$ cat config.mk
export PLATFORM = sky130hd
export DESIGN_NAME = sram_arbiter_flat
export DESIGN_NICKNAME = d
export VERILOG_FILES = /design/src/rtl/mano_pkg.sv /design/src/rtl/sram_arbiter_if.sv /design/src/rtl/arb_pick.sv /design/src/rtl/sram_arbiter.sv /design/src/flat_wrapper.sv
export SDC_FILE = /design/constraint.sdc
export NUM_CORES = 1
export LEC_CHECK = 0
export CAP_MARGIN = 40
export CORE_UTILIZATION = 37
export DETAILED_ROUTE_END_ITERATION = 8
export PLACE_DENSITY = 0.77
export SLEW_MARGIN = 25
export SYNTH_ARGS = -nofsm -noshare
export SYNTH_HDL_FRONTEND = slang
export SYNTH_HIERARCHICAL = 1
export SYNTH_SLANG_ARGS = --single-unit
$ cat constraint.sdc
create_clock -name clk -period 2.4 [get_ports clk]
set_input_delay 0.48 -clock clk [delete_from_list [all_inputs] [get_ports clk]]
set_output_delay 0.48 -clock clk [all_outputs]
set_load 0.005 [all_outputs]
$ cat src/rtl/mano_pkg.sv
// Shared types for the SRAM arbiter slice.
// FSM states, owner encoding and default bus widths.
package mano_pkg;

  localparam int DATA_WIDTH = 16;
  localparam int ADDR_WIDTH = 16;

  typedef enum logic [1:0] {
    IDLE,
    ADDR,
    DATA
  } state_t;

  typedef enum logic {
    CPU  = 1'b0,
    HOST = 1'b1
  } owner_t;

endpackage

$ cat src/rtl/sram_arbiter_if.sv
// Requester-side req/ack bus into the SRAM arbiter.
// master = requester, slave = arbiter.
interface sram_arbiter_if #(
  parameter int DATA_WIDTH = 16,
  parameter int ADDR_WIDTH = 16
) ();

  logic                  req;
  logic                  we_n;
  logic [ADDR_WIDTH-1:0] addr;
  logic [DATA_WIDTH-1:0] wdata;
  logic [DATA_WIDTH-1:0] rdata;
  logic                  ack;

  modport master (
    output req, we_n, addr, wdata,
    input  rdata, ack
  );

  modport slave (
    input  req, we_n, addr, wdata,
    output rdata, ack
  );

endinterface

$ cat src/rtl/arb_pick.sv
// Grant selection between CPU and host requests.
// ARB_HOST_PRIORITY_EN: host wins ties, last grant ignored.
module arb_pick
  import mano_pkg::*;
(
  input  logic   cpu_elig,
  input  logic   host_elig,
  input  owner_t last,
  output logic   grant,
  output owner_t pick
);

`ifdef ARB_HOST_PRIORITY_EN
  logic unused_last;
  assign unused_last = last;
`endif

  always_comb begin
    grant = cpu_elig | host_elig;
    pick  = CPU;
    if (cpu_elig && host_elig) begin
`ifdef ARB_HOST_PRIORITY_EN
      pick = HOST;
`else
      pick = (last == CPU) ? HOST : CPU;
`endif
    end else if (host_elig) begin
      pick = HOST;
    end
  end

endmodule

$ cat src/rtl/sram_arbiter.sv
// Shares one synchronous SRAM between CPU and host ports.
// Optional ARB_HOST_PRIORITY_EN: host always wins ties.
module sram_arbiter #(
  parameter int DATA_WIDTH = mano_pkg::DATA_WIDTH,
  parameter int ADDR_WIDTH = mano_pkg::ADDR_WIDTH
) (
  input  logic                  clk,
  input  logic                  reset,
  sram_arbiter_if.slave         cpu,
  sram_arbiter_if.slave         host,
  output logic                  mem_we_n,
  output logic [ADDR_WIDTH-1:0] mem_addr,
  output logic [DATA_WIDTH-1:0] mem_wdata,
  input  logic [DATA_WIDTH-1:0] mem_rdata
);

  import mano_pkg::*;

  state_t state_q, state_d;
  owner_t own_q, last_q, pick;
  logic   grant;
  logic   rd_q;
  logic   cpu_elig, host_elig;

  logic                  sel_we_n;
  logic [ADDR_WIDTH-1:0] sel_addr;
  logic [DATA_WIDTH-1:0] sel_wdata;

  // A port in its ack cycle has not yet issued its next request.
  assign cpu_elig  = cpu.req & ~cpu.ack;
  assign host_elig = host.req & ~host.ack;

  arb_pick u_pick (
    .cpu_elig  (cpu_elig),
    .host_elig (host_elig),
    .last      (last_q),
    .grant     (grant),
    .pick      (pick)
  );

  always_comb begin
    sel_we_n  = cpu.we_n;
    sel_addr  = cpu.addr;
    sel_wdata = cpu.wdata;
    if (pick == HOST) begin
      sel_we_n  = host.we_n;
      sel_addr  = host.addr;
      sel_wdata = host.wdata;
    end
  end

  always_comb begin
    state_d = state_q;
    unique case (state_q)
      IDLE:    if (grant) state_d = ADDR;
      ADDR:    state_d = DATA;
      DATA:    state_d = IDLE;
      default: state_d = IDLE;
    endcase
  end

  always_ff @(posedge clk or posedge reset) begin
    if (reset) state_q <= IDLE;
    else       state_q <= state_d;
  end

  // SRAM drive is loaded on grant so it is valid for the whole ADDR cycle.
  always_ff @(posedge clk or posedge reset) begin
    if (reset) begin
      own_q     <= CPU;
      rd_q      <= 1'b1;
      mem_we_n  <= 1'b1;
      mem_addr  <= '0;
      mem_wdata <= '0;
    end else begin
      mem_we_n <= 1'b1;
      if (state_q == IDLE && grant) begin
        own_q     <= pick;
        rd_q      <= sel_we_n;
        mem_we_n  <= sel_we_n;
        mem_addr  <= sel_addr;
        mem_wdata <= sel_wdata;
      end
    end
  end

  always_ff @(posedge clk or posedge reset) begin
    if (reset) begin
      last_q     <= HOST;
      cpu.ack    <= 1'b0;
      host.ack   <= 1'b0;
      cpu.rdata  <= '0;
      host.rdata <= '0;
    end else begin
      cpu.ack  <= (state_q == DATA) && (own_q == CPU);
      host.ack <= (state_q == DATA) && (own_q == HOST);
      if (state_q == DATA) begin
        last_q <= own_q;
        if (rd_q && own_q == CPU)  cpu.rdata  <= mem_rdata;
        if (rd_q && own_q == HOST) host.rdata <= mem_rdata;
      end
    end
  end

endmodule

$ cat src/flat_wrapper.sv
// flat-port wrapper written by rule: the top's interface ports become plain ports
module sram_arbiter_flat import mano_pkg::*;
#(
  parameter int DATA_WIDTH = mano_pkg::DATA_WIDTH,
  parameter int ADDR_WIDTH = mano_pkg::ADDR_WIDTH
)
  (clk, reset, mem_we_n, mem_addr, mem_wdata, mem_rdata, cpu_req, cpu_we_n, cpu_addr, cpu_wdata, cpu_rdata, cpu_ack, host_req, host_we_n, host_addr, host_wdata, host_rdata, host_ack);
  sram_arbiter_if #(.DATA_WIDTH(DATA_WIDTH), .ADDR_WIDTH(ADDR_WIDTH)) cpu_i ();
  sram_arbiter_if #(.DATA_WIDTH(DATA_WIDTH), .ADDR_WIDTH(ADDR_WIDTH)) host_i ();
  input  logic clk;
  input  logic reset;
  output logic mem_we_n;
  output logic [ADDR_WIDTH-1:0] mem_addr;
  output logic [DATA_WIDTH-1:0] mem_wdata;
  input  logic [DATA_WIDTH-1:0] mem_rdata;
  input wire logic [$bits(cpu_i.req)-1:0] cpu_req;
  input wire logic [$bits(cpu_i.we_n)-1:0] cpu_we_n;
  input wire logic [$bits(cpu_i.addr)-1:0] cpu_addr;
  input wire logic [$bits(cpu_i.wdata)-1:0] cpu_wdata;
  output wire logic [$bits(cpu_i.rdata)-1:0] cpu_rdata;
  output wire logic [$bits(cpu_i.ack)-1:0] cpu_ack;
  input wire logic [$bits(host_i.req)-1:0] host_req;
  input wire logic [$bits(host_i.we_n)-1:0] host_we_n;
  input wire logic [$bits(host_i.addr)-1:0] host_addr;
  input wire logic [$bits(host_i.wdata)-1:0] host_wdata;
  output wire logic [$bits(host_i.rdata)-1:0] host_rdata;
  output wire logic [$bits(host_i.ack)-1:0] host_ack;
  assign cpu_i.req = cpu_req;
  assign cpu_i.we_n = cpu_we_n;
  assign cpu_i.addr = cpu_addr;
  assign cpu_i.wdata = cpu_wdata;
  assign cpu_rdata = cpu_i.rdata;
  assign cpu_ack = cpu_i.ack;
  assign host_i.req = host_req;
  assign host_i.we_n = host_we_n;
  assign host_i.addr = host_addr;
  assign host_i.wdata = host_wdata;
  assign host_rdata = host_i.rdata;
  assign host_ack = host_i.ack;
  sram_arbiter #(.DATA_WIDTH(DATA_WIDTH), .ADDR_WIDTH(ADDR_WIDTH)) u_core (.clk(clk), .reset(reset), .cpu(cpu_i), .host(host_i), .mem_we_n(mem_we_n), .mem_addr(mem_addr), .mem_wdata(mem_wdata), .mem_rdata(mem_rdata));
endmodule
After elaboration in Yosys (flattened, before gate mapping)
Index checks and enable logic that the tools add are counted.
- flip-flop bits (word level): 72
- bits in latches: 0
- bits in writable memories: 0
- memory bits (read-only): 0
- output and inout port bits: 67
- memories kept: 0
- add/subtract/negate cells: 0
- $mul: 0
- div/mod/pow operators: 0
- magnitude comparators: 0
- equal/unequal tests: 3
- shift-type cells: 0
- muxes and demuxes: 9
- bitwise gates (word level): 6
- reduce and logical (&&, ||, !) cells: 9
- operator list (kind ; count):
    16-bit 2-to-1 mux ; 2
    1-bit logical AND ; 6
    1-bit 2-to-1 mux ; 5
    2-bit one-hot mux with 2 select lines ; 1
    2-bit AND reduction ; 2
    1-bit NOT ; 3
    1-bit bitwise AND ; 2
    2-bit by 1-bit == test with 1-bit output (second input constant) ; 1
    2-bit == test (second input constant) ; 1
    2-bit zero test ; 1
    2-bit 2-to-1 mux ; 1
    2-bit by 1-bit != test with 1-bit output (second input constant) ; 1
    1-bit bitwise OR ; 1

Longest topological paths before layout
- word-level depth: 6
- depth in mapped cells: 6
- mapped depth without buffers: 4

Hierarchy
The synthesis kept the hierarchy.
- modules (own cells, without submodules) (module ; instances ; cells each ; area an instance (µm²) ; sequential area each (µm²)):
    sram_arbiter ; 1 ; 195 ; 3171.8 ; 1805.5
    arb_pick ; 1 ; 2 ; 13.8 ; 0.0

Worst setup path before layout
OpenSTA, ideal clock, no wires.
- kind: input-to-reg
- start point: input host_req
- end point: register u_core.mem_addr[10]
- setup time: 0.125 ns
- data arrival time: 1.706 ns
- required time: 2.275 ns
- setup slack: 0.569 ns
- stages: 6
- buffers on the path: 2
- cell sequence: nor2b_1 > a21boi_1 > buf_2 > buf_2 > mux2_2 > mux2_2
- cells in the longest elaborated chain, start to end: 4
- ends and longest elaborated chain (element ; line ; text):
    from (decl) ; flat_wrapper.sv:22 ; input wire logic [$bits(host_i.req)-1:0] host_req;
    1-bit bitwise AND * ; sram_arbiter.sv:31 ; assign host_elig = host.req & ~host.ack;
    1-bit 2-to-1 mux / 1-bit logical AND (equally long branches) ; arb_pick.sv:27, arb_pick.sv:21 ;
    1-bit 2-to-1 mux * ; arb_pick.sv:21 ; if (cpu_elig && host_elig) begin
    net u_core.pick ; sram_arbiter.sv:20 ; owner_t own_q, last_q, pick;
    16-bit 2-to-1 mux * ; sram_arbiter.sv:45 ; if (pick == HOST) begin
    to (signal assigned) ; sram_arbiter.sv:81 ; mem_addr <= sel_addr;
    to (decl) ; sram_arbiter.sv:12 ; output logic [ADDR_WIDTH-1:0] mem_addr,
Mark *: on every way through the listed nets, which the timed path passes. The rest lies on a longest branch.
A chain may end at the register's enable or synchronous reset.

Worst setup path after layout
- start point: input host_req
- end point: register u_core.mem_addr[3]
- cells in the longest elaborated chain, start to end: 4
- ends and longest elaborated chain (element ; line ; text):
    1-bit bitwise AND * ; sram_arbiter.sv:31 ;
    net u_core.host_elig ; sram_arbiter.sv:23 ; logic cpu_elig, host_elig;
    1-bit 2-to-1 mux / 1-bit logical AND (equally long branches) ; arb_pick.sv:27, arb_pick.sv:21 ;
    1-bit 2-to-1 mux * ; arb_pick.sv:21 ;
    net u_core.pick ; sram_arbiter.sv:20 ;
    16-bit 2-to-1 mux * ; sram_arbiter.sv:45 ;
Marked as above.

==> results.txt <==
----------------------------------------------------
[Outcome]
  Outcome ... completed

[STA]
  Max frequency ... 0.5027 GHz
  Sum Neg Setup Slack ... 0 ns
  Hold slack ... about 0.5 ns
  Shortest period the worst path allows ... about 2.0 ns
  Clock Skew ... 0.009315 ns
  Remaining max-slew budget at the tightest pin ... between 60% and 70%
  Setup repair after global routing missed its margin ... false
  Hold violation total from the final report ... 0
  Count of pins over their slew limit ... 0
  Final period util ... 82.89%
  Transition at the pin with the smallest max-transition slack ... 0.5135 ns
  Final setup fails ... 0

[Flow run]
  Max-capacitance violation count ... 0

[Clocking]
  Total number of clock tree sinks ... 72
  Number of buffers inserted by hold repair at cts ... 0
  CTS tree ... yes
  Clock slew at reported path FFs ... 0.07 ns
  Level count of the clock H-tree ... 3
  CTS Root Cell ... sky130_fd_sc_hd__clkbuf_8
  Worst skew pair latency ... 0.34 ns
  CTS resizes ... 0
  Setup repair bufs after CTS ... 0
  Clock tree buffer depth ... 2
  Total CTS buffers ... 9

[Layout]
  Final core area utilization ... 61.45%
  Share of final-layout standard cells stronger than drive strength 1 ... between 30% and 40%
  Signed area change from the synthesized netlist to the final layout ... 59.31%
  Count of antenna diodes in the layout ... 0
  Final instance count without filler cells ... 467
  Fin nets ... 443

[Worst setup path]
  Arrival time of the worst setup path ... between 2 and 2.5 ns
  Startpoint types ... primary input
  Required time of the worst setup path ... between 2 and 3 ns
  CP Class ... primary input to register
  Cell depth of the worst flop-to-flop path ... 5
  Startpoint of the worst-slack reg-to-reg timing path ... u_core/cpu.ack
  Reg-to-reg critical path endpoint ... u_core/mem_addr[3]
  Max FO, Critical Path ... 20
  R2r setup slk ... 0.64 ns
  Endpoint type of the worst setup path ... register

[Yosys]
  Post-synthesis sequential area ratio ... 56.68%
  Area leader, netlist ... sky130_fd_sc_hd__dfrtp_1
  Ranking of synthesized cells by instance count ... sky130_fd_sc_hd__mux2_2 (87), sky130_fd_sc_hd__dfrtp_1 (69), sky130_fd_sc_hd__mux2_4 (10)
  Cell types with the largest area share after synthesis ... sky130_fd_sc_hd__dfrtp_1 (54%), sky130_fd_sc_hd__mux2_2 (31%), sky130_fd_sc_hd__mux2_4 (4.7%), sky130_fd_sc_hd__dfstp_2 (2.5%), sky130_fd_sc_hd__buf_6 (1.8%)
  YS warnings ... 6
  Mean instance size in the synthesized netlist ... 16.17 um2
  Most numerous cell in the Yosys netlist ... sky130_fd_sc_hd__mux2_2
  Post-synth EDFFs ... 0
  Number of storage elements in the synthesis netlist ... ~70
  Number of distinct library cell variants in the gate-level netlist after synthesis ... 21
  Synth Instances ... around 200
  Netlist Area Pre-Place ... between 0.003 and 0.004 mm2
  Ys flop type ... sky130_fd_sc_hd__dfrtp_1
  Net Count, Synth ... 283
  Share of synthesized registers carrying an async set or reset ... 100.0%
  Share of Yosys cell area claimed by the top area cell type ... a little over half

[Power]
  Pleak ... 2.112 nW
  Pwr Density ... ~1200 mW/mm2
  Largest voltage drop on the vdd net ... 0.0006338 V
  Overall power of the completed layout ... 0.006061 W

[Floorplanning]
  Total Die Area ... between 0.008 and 0.009 mm2
  Vertical die dimension ... 94.79 um
  Initial Util ... 38.58%
  Floorplan Core Area ... 0.008258 mm2
  Row Count ... 33
  Number of top-level pins ... 153
  Horiz. Die Dim ... 94.79 um

[Min path]
  Type of the tightest min-delay check ... register to register
  Hold path cells ... 2
  Capture endpoint of the worst hold path ... u_core/rd_q
  Hold path start ... u_core/rd_q

[Placed design]
  Last weighted congestion value of the routability-driven placer ... 0.6424
  DP Cell Count ... 451
  DP Wirelength ... 5293 um
  Count of input and output buffers ... 152

[Route]
  First-iteration detailed-routing DRC count ... 49
  Via total after detailed routing ... roughly 2200
  Antenna-violating nets left ... 0
  Total Routed Length ... 7126 um
  Drt via density ... 4.752
  Total iterations of the first detailed-routing run ... 4
  Detailed-route DRC error count ... 0
  Detail-routed net length per standard cell ... 15.26 um

[Global routing]
  Largest net degree at the start of global routing ... between 40 and 50
  Global-route wire length before repair ... 11470 um
  Via count of the first global-routing pass ... ~2300
  Total routing usage reported by global routing ... 16.97%
  Total congestion overflow ... 0
  Initial antenna violation count ... 0

----------------------------------------------------
## logic make-up (layout without fill, tap and decap cells)
family,after synthesis,count (layout),synth area share (%)
multiplexers,99,99,36.10
AO/OA/AOI/OAI,2,2,0.4715
AND/OR/NAND/NOR,11,11,3.260
buffers and inverters,13,178,3.496
flip-flops,72,72,56.68
## worst max path at each step
stage	depth (start not counted)	start	slack, ns	end
after floorplan	1	reset	0.10	u_core/cpu.ack
after global placement	6	host_req	0.12	u_core/mem_wdata[2]
after detailed placement	6	host_req	0.08	u_core/mem_addr[11]
after CTS	6	host_req	0.43	u_core/mem_addr[11]
after global routing	6	host_req	0.37	u_core/mem_wdata[1]
final	6	host_req	0.41	u_core/mem_addr[3]
## where the power goes
part / switching [W] / leakage [nW] / internal (W)
clock: 0.000432 / 0.123 / 0.000673
combinational: 0.000806 / 1.14 / 0.00196
sequential: 0.000346 / 0.849 / 0.00185
total: 0.00158 / 2.11 / 0.00448
## stage by stage
| step | setup WS (ns) | cell area (um2) |
|---|---|---|
| after floorplan | 0.1000 | 3186 |
| after global placement | 0.1210 | 4836 |
| after detailed placement | 0.07651 | 4836 |
| after CTS | 0.4304 | 5075 |
| after global routing | 0.3652 | 5075 |
| final | 0.4106 | 5075 |
## final cells by class
class                           count  area, um2
Clock buffer                       12      165.2
Clock inverter                      4      73.82
Fill cell                         672       3183
Inverter                            2      7.507
Multi-Input combinational cell    112       1285
Sequential cell                    72       1805
Tap cell                          105      131.4
Timing Repair Buffer              160       1607
## registers in the layout (all words and copies together), names as in the netlist, 2 cells and up
register           flops
u_core/host.rdata     16
u_core/mem_addr       16
u_core/cpu.rdata      16
u_core/state_q         2
u_core/mem_wdata      16
## cells in the final DEF (no fill, tap or decap), drive strengths merged
cell / synthesis / final
a21boi: 1 / 1
a21o: 1 / 1
and3b: 1 / 1
buf: 11 / 8
bufinv: 0 / 2
clkbuf: 0 / 12
clkdlybuf4s50: 0 / 152
clkinv: 0 / 1
dfrtp: 69 / 69
dfstp: 3 / 3
inv: 2 / 3
mux2: 97 / 97
mux2i: 2 / 2
nand2: 1 / 1
nand2b: 1 / 1
nand4b: 1 / 1
nor2: 1 / 1
nor2b: 3 / 3
nor3b: 1 / 1
nor4bb: 1 / 1
or2: 1 / 1
## layer usage
| layer | GRT usage (%) | part of all wire (%) |
|---|---|---|
| met1 | 19.55 | 40 |
| met3 | 6.763 | 9.2 |
| met2 | 28.90 | 50 |
| met4 | 5.177 | 0.53 |
| met5 | 0 | 0 |
## worst max-delay path, cell delays in order
cell and delay (ns):
sky130_fd_sc_hd__clkdlybuf4s50_1 0.46, sky130_fd_sc_hd__nor2b_1 0.18, sky130_fd_sc_hd__a21boi_4 0.28, sky130_fd_sc_hd__buf_12 0.20, sky130_fd_sc_hd__mux2_2 0.34, sky130_fd_sc_hd__mux2_2 0.26
Power figures use the tool's default switching activity.
